<file path="config.mk">
export PLATFORM = sky130hd
export DESIGN_NAME = controle_andares
export DESIGN_NICKNAME = d
export VERILOG_FILES = /design/src/rtl/controle_andares.sv
export SDC_FILE = /design/constraint.sdc
export NUM_CORES = 1
export LEC_CHECK = 0
export ABC_AREA = 1
export BUFFER_PORTS_ARGS = -buffer_cell sky130_fd_sc_hd__buf_2
export CAP_MARGIN = 5
export CORE_AREA = 5 5 86 88
export DETAILED_ROUTE_END_ITERATION = 12
export DIE_AREA = 0 0 91 93
export PLACE_DENSITY_LB_ADDON = 0.2
export SLEW_MARGIN = 40
export SYNTH_ARGS = -nofsm -noshare
export SYNTH_HDL_FRONTEND = slang
export SYNTH_SLANG_ARGS = --single-unit
</file>
<file path="constraint.sdc">
create_clock -name clock -period 5.1 [get_ports clock]
set_input_delay 0.765 -clock clock [delete_from_list [all_inputs] [get_ports clock]]
set_output_delay 0.765 -clock clock [all_outputs]
set_load 0.01 [all_outputs]
</file>
<file path="src/rtl/controle_andares.sv">
// controle_andares: SCAN elevator controller driving per-floor clears back to the call latches.
// clock/reset_n, estadobotao[15:0] in; cl[15:0], andar_atual[3:0], sobe, desce, porta_aberta out.
// Optional parking toward floor 0 when idle: define ESTACIONAMENTO_EN.
module controle_andares #(
  parameter int TEMPO_ANDAR  = 8,
  parameter int TEMPO_PORTA  = 4,
  parameter int TEMPO_OCIOSO = 32
) (
  input  logic        clock,
  input  logic        reset_n,
  input  logic [15:0] estadobotao,
  output logic [15:0] cl,
  output logic [3:0]  andar_atual,
  output logic        sobe,
  output logic        desce,
  output logic        porta_aberta
);

  typedef enum logic [1:0] {
    PARADO,
    MOVENDO,
    PORTA_ABERTA
  } estado_t;

  localparam logic [7:0] ULT_ANDAR = 8'(TEMPO_ANDAR - 1);
  localparam logic [7:0] ULT_PORTA = 8'(TEMPO_PORTA - 1);

  if (TEMPO_ANDAR < 1 || TEMPO_ANDAR > 255) begin : g_err_andar
    $error("TEMPO_ANDAR out of range");
  end
  if (TEMPO_PORTA < 1 || TEMPO_PORTA > 255) begin : g_err_porta
    $error("TEMPO_PORTA out of range");
  end
  if (TEMPO_OCIOSO < 1 || TEMPO_OCIOSO > 255) begin : g_err_ocioso
    $error("TEMPO_OCIOSO out of range");
  end

  estado_t     estado, estado_n;
  logic [3:0]  andar_n;
  logic        dir, dir_n;
  logic [7:0]  cnt, cnt_n;
  logic [15:0] cl_n;
  logic        sobe_n, desce_n, porta_n;

  logic        acima, abaixo, aqui;
  logic [3:0]  prox;
  logic        n_aqui, n_acima, n_abaixo;

  assign acima  = |(estadobotao & (16'hFFFE << andar_atual));
  assign abaixo = |(estadobotao & ~(16'hFFFF << andar_atual));
  assign aqui   = estadobotao[andar_atual];

  // Floor the car reaches at the end of the current travel interval,
  // saturated so the position can never wrap.
  always_comb begin
    prox = andar_atual;
    if (sobe && andar_atual != 4'd15)
      prox = andar_atual + 4'd1;
    else if (desce && andar_atual != 4'd0)
      prox = andar_atual - 4'd1;
  end

  assign n_aqui   = estadobotao[prox];
  assign n_acima  = |(estadobotao & (16'hFFFE << prox));
  assign n_abaixo = |(estadobotao & ~(16'hFFFF << prox));

`ifdef ESTACIONAMENTO_EN
  localparam logic [7:0] ULT_OCIOSO = 8'(TEMPO_OCIOSO - 1);

  logic [7:0] ocioso;
  logic       ocioso_ok, ocioso_fim;
  logic       estac, estac_n;

  assign ocioso_ok  = (estado == PARADO) &&
                      (estadobotao == '0) &&
                      (andar_atual != 4'd0);
  assign ocioso_fim = ocioso_ok && (ocioso == ULT_OCIOSO);

  always_ff @(posedge clock or negedge reset_n) begin
    if (!reset_n) begin
      ocioso <= '0;
      estac  <= 1'b0;
    end else begin
      ocioso <= (ocioso_ok && !ocioso_fim) ? ocioso + 8'd1 : '0;
      estac  <= estac_n;
    end
  end
`endif

  always_ff @(posedge clock or negedge reset_n) begin
    if (!reset_n) begin
      estado       <= PARADO;
      andar_atual  <= '0;
      dir          <= 1'b1;
      cnt          <= '0;
      cl           <= '0;
      sobe         <= 1'b0;
      desce        <= 1'b0;
      porta_aberta <= 1'b0;
    end else begin
      estado       <= estado_n;
      andar_atual  <= andar_n;
      dir          <= dir_n;
      cnt          <= cnt_n;
      cl           <= cl_n;
      sobe         <= sobe_n;
      desce        <= desce_n;
      porta_aberta <= porta_n;
    end
  end

  always_comb begin
    estado_n = estado;
    andar_n  = andar_atual;
    dir_n    = dir;
    cnt_n    = cnt;
    cl_n     = cl;
    sobe_n   = sobe;
    desce_n  = desce;
    porta_n  = porta_aberta;
`ifdef ESTACIONAMENTO_EN
    estac_n  = estac;
`endif

    unique case (estado)
      PARADO: begin
        cnt_n   = '0;
        cl_n    = '0;
        sobe_n  = 1'b0;
        desce_n = 1'b0;
        porta_n = 1'b0;
`ifdef ESTACIONAMENTO_EN
        estac_n = 1'b0;
`endif
        if (aqui) begin
          estado_n = PORTA_ABERTA;
          porta_n  = 1'b1;
          cl_n     = 16'(1) << andar_atual;
        end else if (dir && acima) begin
          estado_n = MOVENDO;
          sobe_n   = 1'b1;
        end else if (abaixo) begin
          estado_n = MOVENDO;
          desce_n  = 1'b1;
          dir_n    = 1'b0;
        end else if (acima) begin
          estado_n = MOVENDO;
          sobe_n   = 1'b1;
          dir_n    = 1'b1;
        end
`ifdef ESTACIONAMENTO_EN
        else if (ocioso_fim) begin
          estado_n = MOVENDO;
          desce_n  = 1'b1;
          dir_n    = 1'b0;
          estac_n  = 1'b1;
        end
`endif
      end

      MOVENDO: begin
`ifdef ESTACIONAMENTO_EN
        // A real call cancels parking; SCAN takes over at the next floor.
        if (estadobotao != '0)
          estac_n = 1'b0;
`endif
        if (cnt == ULT_ANDAR) begin
          andar_n = prox;
          cnt_n   = '0;
          if (n_aqui) begin
            estado_n = PORTA_ABERTA;
            sobe_n   = 1'b0;
            desce_n  = 1'b0;
            porta_n  = 1'b1;
            cl_n     = 16'(1) << prox;
`ifdef ESTACIONAMENTO_EN
            estac_n  = 1'b0;
`endif
          end else if ((sobe && n_acima) ||
                       (desce && n_abaixo)) begin
            estado_n = MOVENDO;
          end
`ifdef ESTACIONAMENTO_EN
          else if (estac &&
                   estadobotao == '0 &&
                   prox != 4'd0) begin
            estado_n = MOVENDO;
          end
`endif
          else begin
            estado_n = PARADO;
            sobe_n   = 1'b0;
            desce_n  = 1'b0;
`ifdef ESTACIONAMENTO_EN
            estac_n  = 1'b0;
`endif
          end
        end else begin
          cnt_n = cnt + 8'd1;
        end
      end

      PORTA_ABERTA: begin
        // cl stays high the whole interval so repeated presses
        // at this floor are swallowed by the latch.
        if (cnt == ULT_PORTA) begin
          estado_n = PARADO;
          cnt_n    = '0;
          porta_n  = 1'b0;
          cl_n     = '0;
        end else begin
          cnt_n = cnt + 8'd1;
        end
      end

      default: begin
        estado_n = PARADO;
      end
    endcase
  end

endmodule

</file>
Word-level counts from Yosys, hierarchy flattened

Index checks and enable logic that the tools add are counted.
Widths: inputs -> output; s select.

Reduce and logical (&&, ||, !) cells: 20
Bitwise gates (word level): 8
Shifts and indexed selects: 6
Order comparisons: 2
Equality and inequality tests: 10
Muxes and demuxes: 42
Add/sub/neg operators: 3

Operators by type and width:

| operator              | count |
|---|---|
| $and 16x16->16        | 4 |
| $mux 16               | 4 |
| $reduce_or 16->1      | 4 |
| $shl 16x4->16 const A | 4 |
| $pmux 16 s3           | 1 |
| $not 16->16           | 2 |
| $shl 1x4->16 const A  | 2 |
| $pmux 8 s3            | 1 |
| $mux 1                | 19 |
| $mux 8                | 2 |
| $mux 2                | 7 |
| $lt 4x5->1 const B    | 2 |
| $add 8x1->8 const B   | 1 |
| $bmux 1 s4            | 2 |
| $eq 8x2->1 const B    | 1 |
| $eq 8x3->1 const B    | 1 |
| $mux 4                | 2 |
| $reduce_and 4->1      | 2 |
| $ne 2x2->1 const B    | 3 |
| $pmux 2 s3            | 1 |
| $reduce_and 3->1      | 2 |
| $logic_and 1x1->1     | 5 |
| $ne 5x5->1 const B    | 1 |
| $add 4x1->4 const B   | 1 |
| other kinds (14)      | 17 |

Register bits after elaboration: 34
Output and inout bits: 23

Longest topological paths before layout

Gate-level depths: netlist of run 1.

Depth in word-level cells: 14
Gate-level depth with buffers: 22
Gate-level depth less buffers: 21

Worst setup path after synthesis of run 1

OpenSTA, ideal clock, no wires.

Path kind: reg-to-reg
Start point: register andar_atual[0]
End point: register cl[7]
Data required time: 4.978 ns
Arrival time: 2.545 ns
Setup slack: 2.432 ns
Stages on the path, launching flop included: 20
Cells stage by stage: dfrtp_1 inv_1 buf_2 ha_1 ha_1 nand3b_1 nand2_1 nand2_4 clkinv_2 nand2_1 inv_1 nand2_1 nand2_1 nor2_2 nor2_4 inv_4 nand2_4 buf_6 nand2_1 o21ai_2

Longest elaborated chain between the ends: 8
Elaborated cells on any way between the ends: 20
Classes of those cells: 2 x add/sub; 2 x eq/ne; 2 x shift; 10 x mux; 4 x reduce/logical

Ends and longest elaborated chain:

| what                                                | RTL line | source |
|---|---|---|
| start, declared                                     | 13       | `output logic [3:0] andar_atual,` |
| start signal, assigned                              | 102      | `andar_atual <= andar_n;` |
| branches (longest 8 deep; another with $sub 4x1->4) | n/a      |  |
| end signal, assigned                                | 105      | `cl <= cl_n;` |
| end, declared                                       | 12       | `output logic [15:0] cl,` |

Parallel ways; which one is timed is not known. The select of a mux whose other input is x is not followed.
A chain may end at the register's enable or synchronous reset.

Final worst setup path of run 1

Start point: register andar_atual[0]
End point: register cl[0]

Same word-level chain as after synthesis.

==> results.json, run 1 <==
{
  "status": "completed",
  "fp-row-count": 30,
  "grt_pass1_vias": 3249,
  "hold_buffers": 0,
  "gp_congestion": 1.07,
  "cts_buffers": 5,
  "ys.warnings.count": 0,
  "drv_slew": 0,
  "routed_wl_um": 9670,
  "async_reset_ff_share_pct": 100,
  "drc": 0,
  "clk_path_buf_depth": 2,
  "power_density_mw_per_mm2": 357,
  "setup_violations": 0,
  "pin_count": 41,
  "worstSetupStartpointType": "register",
  "clk_pin_slew_worst_paths_ns": 0.07,
  "multi_input_area_mm2": 0.00201,
  "cts_tree": "done",
  "drv_cap": 0,
  "core_mm2": 0.00657,
  "worstPathArrival_ns": 3.44,
  "cts_setup_buffers": 0,
  "power_leakage_uw": 0.00184,
  "rsz0062_at_grt": "false",
  "port_buffers": 40,
  "synth-adder-area-share_pct": 6.32,
  "synth-main-ff-cell": "dfrtp_1",
  "yosysUniqueCellTypes": 41,
  "firstDrtPassIters": 5,
  "fin_nets": 552,
  "synth-simple-area-share_pct": 39.6,
  "most-common-layout-cells": "nand2_1 (141), nand3_1 (57), inv_1 (46)",
  "wl_per_cell_um": 16.1,
  "critPathRequiredTime_ns": 5.28,
  "syn_inst": 485,
  "synth_edf_count": 0,
  "setup_tns_ns": 0,
  "drive_above_1_share_pct": 16.2,
  "hold_violations": 0,
  "dieArea_mm2": 0.00846,
  "initial_core_util_pct": 48.2,
  "register_area_um2": 852,
  "ys_seq_elements": 34,
  "worstSkewPairLatency_ns": 0.29,
  "regToRegStartpoint": "andar_atual[0]$_DFFE_PN0P_",
  "ir_worst_vdd_uv": 190,
  "clock-sinks": 34,
  "via_count": 3463,
  "synth-compound-area-share_pct": 16.7,
  "cts-root-buf": "clkbuf_8",
  "die_w_um": 91,
  "post-route-period-util_pct": 64.0,
  "finish.utilization_pct": 52.8,
  "synthMuxAreaShare_pct": 0,
  "grt-ovfl-total": 0,
  "hp-class": "input pin to async pin",
  "synth_top_family_by_area": "simple AND/OR/NAND/NOR gates",
  "antenna_found_initial": 0,
  "final_cell_count_no_fill": 599,
  "syn_area_mm2": 0.00317,
  "viasPerCell": 5.78,
  "dp.final_hpwl_um": 7440,
  "path_class": "register to register",
  "avgSynthCellArea_um2": 6.53,
  "cts-resized-gates": 0,
  "synth_xor_area_share_pct": 0.830,
  "relSlewSlack_pct": 52.2,
  "diodes": 0,
  "crit_fanout": 22,
  "grt_first_pass_wirelength_um": 15900,
  "ant_nets": 0,
  "skew_ns": 0.00343,
  "endpoint_kind": "register",
  "layout_commonest_cell": "nand2_1",
  "post-place-cells": 591,
  "tightestPinTransition_ns": 0.717,
  "area_growth_pct": 9.60,
  "critPathLaunch": "andar_atual[0]$_DFFE_PN0P_",
  "die_y_um": 93,
  "ys_seq_area_share_pct": 26.9,
  "synth_nets": 519,
  "fill_cells": 657,
  "htreeDepth": 2,
  "drt_first_iter_violations": 267,
  "grt_usage_pct": 22.9,
  "fmax_mhz": 306,
  "grt_max_degree": 35,
  "min_period_ns": 3.26
}
==> per-layer routing <==
layer	vias up	wire, µm	part of all wire (%)	GRT usage, %
li1	1687	-	-	-
met2	191	4040	42	33.9
met3	34	892	9.2	4.26
met1	1551	4270	44	31.6
met5	-	0	0	0
met4	0	469	4.8	12.3
==> cell usage after synthesis, types with 2 or more instances <==
cell type	n	share of area, %
o22ai_1	13	2.6
nand2_4	5	1.8
inv_2	4	0.47
nand2_1	141	17
o21ai_1	2	0.32
o21ai_0	31	4.9
o2111ai_1	3	0.83
nand2_2	8	1.6
dfrtp_1	33	26
nor4_1	2	0.40
buf_6	4	1.4
ha_1	16	6.3
o21ai_2	5	1.4
nand3_1	57	9.0
nand3_2	2	0.63
buf_2	8	1.3
nor3_1	11	1.7
nor2_2	4	0.79
nor3b_1	2	0.47
xor2_1	3	0.83
a31oi_1	6	1.2
inv_4	2	0.40
nand4_1	6	1.2
nor2_1	30	3.6
o211ai_1	2	0.47
a21oi_1	22	3.5
inv_1	46	5.5
o21bai_1	2	0.47
nor2_4	3	1.1
==> layout make-up <==
type / instances / area share [%]
Inverter: 54 / 6.02
Timing Repair Buffer: 40 / 5.84
Clock buffer: 6 / 2.38
Clock inverter: 2 / 0.361
Multi-Input combinational cell: 383 / 58.0
Tap cell: 80 / 2.88
Sequential cell: 34 / 24.6
==> worst paths after layout <==
| kind | to | slack [ns] | cells after the start |
|---|---|---|---|
| max | cl[0]$_DFFE_PN0P_ | 1.84 | 17 |
| min | cl[13]$_DFFE_PN0P_ | 0.41 | 1 |
| max reg2reg | cl[0]$_DFFE_PN0P_ | 1.84 | 17 |
| min reg2reg | cl[5]$_DFFE_PN0P_ | 0.47 | 2 |
| max in group asynchronous | dir$_DFFE_PN1P_ | 4.34 | 1 |
| min in group clock | cl[5]$_DFFE_PN0P_ | 0.47 | 2 |
==> cell families (layout without fill, tap and decap cells) <==
family	Yosys count	count (layout)
simple gates	274	274
xor+xnor	3	3
compound gates	90	90
fa+ha+maj	16	16
buf+inv	68	102
flops	34	34
==> worst max-delay path: stages, from the launching register on <==
cell      delay, ns
dfrtp_1        0.62
inv_1          0.32
ha_1           0.36
ha_1           0.29
nand3b_1       0.09
nand2_1        0.10
nand2_4        0.13
clkinv_2       0.14
nand2_1        0.13
inv_1          0.08
nand2_1        0.07
nand2_1        0.06
nor2_2         0.18
nor2_4         0.07
inv_4          0.13
nand2_4        0.18
nand2_1        0.14
o21ai_2        0.06
==> sequential cells by signal, indices dropped and copies added (netlist names) <==
| register | cells |
|---|---|
| andar_atual | 4 |
| cl | 16 |
| cnt | 8 |
| desce | 1 |
| dir | 1 |
| estado | 2 |
| porta_aberta | 1 |
| sobe | 1 |
==> report_power, final <==
group / switching (µW) / total, µW / internal (µW)
combinational: 499 / 694 / 195
sequential: 28.7 / 331 / 302
clock: 107 / 216 / 109
==> stage by stage <==
step                      area (µm²)  hold slack, ns  power, µW  setup slack, ns
after floorplan                 3170           0.469        880             2.43
after global placement          3370           0.448       1010             1.98
after detailed placement        3370           0.454       1010             1.89
after CTS                       3460           0.473       1230             1.87
after global routing            3470           0.448       1340             1.59
final                           3470           0.411       1240             1.84
Note: power is estimated with default switching activity, not from simulation.
==> run 2: changes to the inputs <==
--- a/config.mk
+++ b/config.mk
@@ -5,12 +5,12 @@
 export SDC_FILE = /design/constraint.sdc
 export NUM_CORES = 1
 export LEC_CHECK = 0
-export ABC_AREA = 1
+export ABC_AREA = 0
 export BUFFER_PORTS_ARGS = -buffer_cell sky130_fd_sc_hd__buf_2
 export CAP_MARGIN = 5
-export CORE_AREA = 5 5 86 88
+export CORE_AREA = 5 5 87 89
 export DETAILED_ROUTE_END_ITERATION = 12
-export DIE_AREA = 0 0 91 93
+export DIE_AREA = 0 0 92 94
 export PLACE_DENSITY_LB_ADDON = 0.2
 export SLEW_MARGIN = 40
 export SYNTH_ARGS = -nofsm -noshare
==> constraint.sdc (replaced) <==
create_clock -name clock -period 3.3 [get_ports clock]
set_input_delay 0.495 -clock clock [delete_from_list [all_inputs] [get_ports clock]]
set_output_delay 0.495 -clock clock [all_outputs]
set_load 0.01 [all_outputs]
==> results.json, run 2 <==
{
  "grt_max_degree": 35,
  "wl_met1_um": 4320,
  "crit_fanout": 6,
  "yosysUniqueCellTypes": 72,
  "slowest_delay_ns": 0.45,
  "most-common-layout-cells": "buf_2 (39), buf_4 (33), nand2_1 (31), dfrtp_1 (31), o21ai_0 (22)",
  "fmax_mhz": 314,
  "ant_nets": 0,
  "worstPathArrival_ns": 3.36,
  "setup_violations": 0,
  "regToRegStartpoint": "andar_atual[0]$_DFFE_PN0P_",
  "synth-main-ff-cell": "dfrtp_1",
  "drv_cap": 0,
  "die_w_um": 92,
  "synth_edf_count": 0,
  "worstSetupStartpointType": "register",
  "power_leakage_uw": 0.00171,
  "gp_congestion": 0.945,
  "drc": 0,
  "hp-class": "input pin to async pin",
  "path_class": "register to register",
  "status": "completed",
  "worstSkewPairLatency_ns": 0.29,
  "pwr-share-clk_pct": 11.9,
  "dieArea_mm2": 0.00865,
  "synth_most_common_cell": "dfrtp_1",
  "layout_commonest_cell": "buf_2",
  "clock-sinks": 34,
  "skew_ns": 0.00979,
  "routed_wl_um": 9330,
  "r2r_slack_ns": 0.12,
  "area_growth_pct": 17.7,
  "port_buffers": 40,
  "fin_nets": 460,
  "p_sw_share_pct": 46.1,
  "diodes": 0,
  "post-route-period-util_pct": 96.4,
  "timing.rr.end": "cl[15]$_DFFE_PN0P_",
  "wl_per_cell_um": 18.4,
  "synth_nets": 401,
  "tightestPinTransition_ns": 0.576,
  "clk_pin_slew_worst_paths_ns": 0.07,
  "drv_slew": 0,
  "final_cell_count_no_fill": 507,
  "antenna_found_initial": 0,
  "regMostFlops": "cl",
  "yosys.area.top_type": "dfrtp_1",
  "via_count": 3164,
  "power_density_mw_per_mm2": 669,
  "largest_reg_flops": 16,
  "endpoint_kind": "register",
  "ys_seq_area_share_pct": 26.5,
  "fp-row-count": 30,
  "syn_area_mm2": 0.00322,
  "clk_path_buf_depth": 2,
  "relSlewSlack_pct": 61.6,
  "die_y_um": 94,
  "cts-root-buf": "clkbuf_8",
  "p_seq_share_pct": 22.3,
  "rr_worst_depth": 12,
  "htreeDepth": 2,
  "grt-ovfl-total": 0,
  "critPathRequiredTime_ns": 3.48,
  "core_mm2": 0.00668,
  "hold_buffers": 0,
  "ys.warnings.count": 0,
  "finish.utilization_pct": 56.6,
  "drive_above_1_share_pct": 30.7,
  "switchingPower_uw": 1170,
  "grt_pass1_vias": 2966,
  "dp.final_hpwl_um": 6950,
  "grt_first_pass_wirelength_um": 15300,
  "top_regs": "cl: 16 flops, cnt: 8 flops, andar_atual: 4 flops",
  "syn_inst": 367,
  "grt_usage_pct": 22.0,
  "drt_first_iter_violations": 223,
  "cts_tree": "done",
  "async_reset_ff_share_pct": 100,
  "share_comb_of_total_power_pct": 65.8,
  "synth_top_area_share_pct": 25.7,
  "hold_violations": 0,
  "crit_path_cell_trace": "inv_6 > ha_4 > or3b_4 > and3_4 > o31ai_4 > mux2_4 > o211ai_1 > o311ai_4 > nand2_4 > a21oi_4 > buf_4 > mux2_4",
  "synthTopCellsByArea": "dfrtp_1 (26%), ha_1 (6.2%), mux2_4 (4.2%)",
  "ys_seq_elements": 34,
  "dr.max_layer_used": "met4",
  "cts_buffers": 5,
  "avgSynthCellArea_um2": 8.77,
  "min_period_ns": 3.18,
  "worst_path_max_delay_cell": "dfrtp_2",
  "post-place-cells": 492,
  "pin_count": 41,
  "crit_top_cell": "mux2_4",
  "ir_worst_vdd_uv": 394,
  "firstDrtPassIters": 5,
  "viasPerCell": 6.24,
  "initial_core_util_pct": 48.1,
  "synthTopCellsByCount": "dfrtp_1 (33), nand2_1 (32), o21ai_0 (23)",
  "wl_met3_um": 653,
  "intPower_uw": 1370,
  "met2WireLength_um": 4260
}
==> run 2: kinds of logic (layout without fill, tap and decap cells) <==
family,after synthesis,after routing,share of synthesized area (%)
AND/OR/NAND/NOR,126,126,20.8
buffers and inverters,38,98,5.41
AO/OA/AOI/OAI,118,118,26.6
multiplexers,29,29,12.9
flip-flops,34,34,26.5
adder cells (fa/ha/maj),16,16,6.22
XOR/XNOR,6,6,1.63
==> run 2: how the worst max path moves through the flow <==
stage          slack (ns)  cells past startpoint            endpoint                       start
6_report             0.12                     12  cl[15]$_DFFE_PN0P_  andar_atual[0]$_DFFE_PN0P_
3_3_place_gp         0.12                     13    sobe$_DFFE_PN0P_  andar_atual[1]$_DFFE_PN0P_
5_1_grt            -0.002                     12   cl[7]$_DFFE_PN0P_  andar_atual[0]$_DFFE_PN0P_
3_5_place_dp        0.005                     11   cl[8]$_DFFE_PN0P_  andar_atual[0]$_DFFE_PN0P_
4_1_cts             0.004                     11   cl[8]$_DFFE_PN0P_  andar_atual[0]$_DFFE_PN0P_
2_1_floorplan       -0.07                     13   cl[0]$_DFFE_PN0P_  andar_atual[1]$_DFFE_PN0P_
==> run 2: layer usage <==
layer  vias up  GRT usage (%)
met4         0           5.82
met5         -              0
met2       120           34.1
met1      1520           31.3
li1       1512              -
met3        12           4.17
==> run 2: critical path: cells and delay by family, from the launching register on <==
family	cells	cell delay, ns
compound gates	4	0.84
fa+ha+maj	1	0.12
buf+inv	2	0.28
flops	1	0.45
mux	2	0.64
simple gates	3	0.73
==> run 2: power by group through the flow <==
stage	clock network, µW	logic, µW	registers (µW)
detailed placement	0	1560	572
CTS	309	1580	563
global placement	0	1530	569
finish	302	1660	564
floorplan	0	1210	558
global route	326	1810	574
==> run 2: timing repair <==
item,in CTS,in global routing
endpoints found under the setup margin,1,19
gates resized for setup,0,9
gates cloned,0,0
pin swaps,1,5
buffers inserted,2,5
==> run 2: through the flow <==
stage	setup WS (ns)	total power, µW	hold WS (ns)	setup TNS, ns	instance area (µm²)
final	0.120	2530	0.141	0	3780
after global routing	-0.00185	2710	0.178	-0.00287	3780
after CTS	0.00427	2450	0.297	0	3720
after detailed placement	0.00484	2130	0.489	0	3630
after global placement	0.116	2100	0.488	0	3630
after floorplan	-0.0712	1770	0.199	-0.641	3260
==> run 2: layout make-up <==
cell class / instances / area, µm²
Fill cell: 620 / 2900
Multi-Input combinational cell: 295 / 2220
Sequential cell: 34 / 855
Timing Repair Buffer: 73 / 454
Tap cell: 80 / 100
Inverter: 17 / 73.8
Clock buffer: 6 / 72.6
Clock inverter: 2 / 10.0
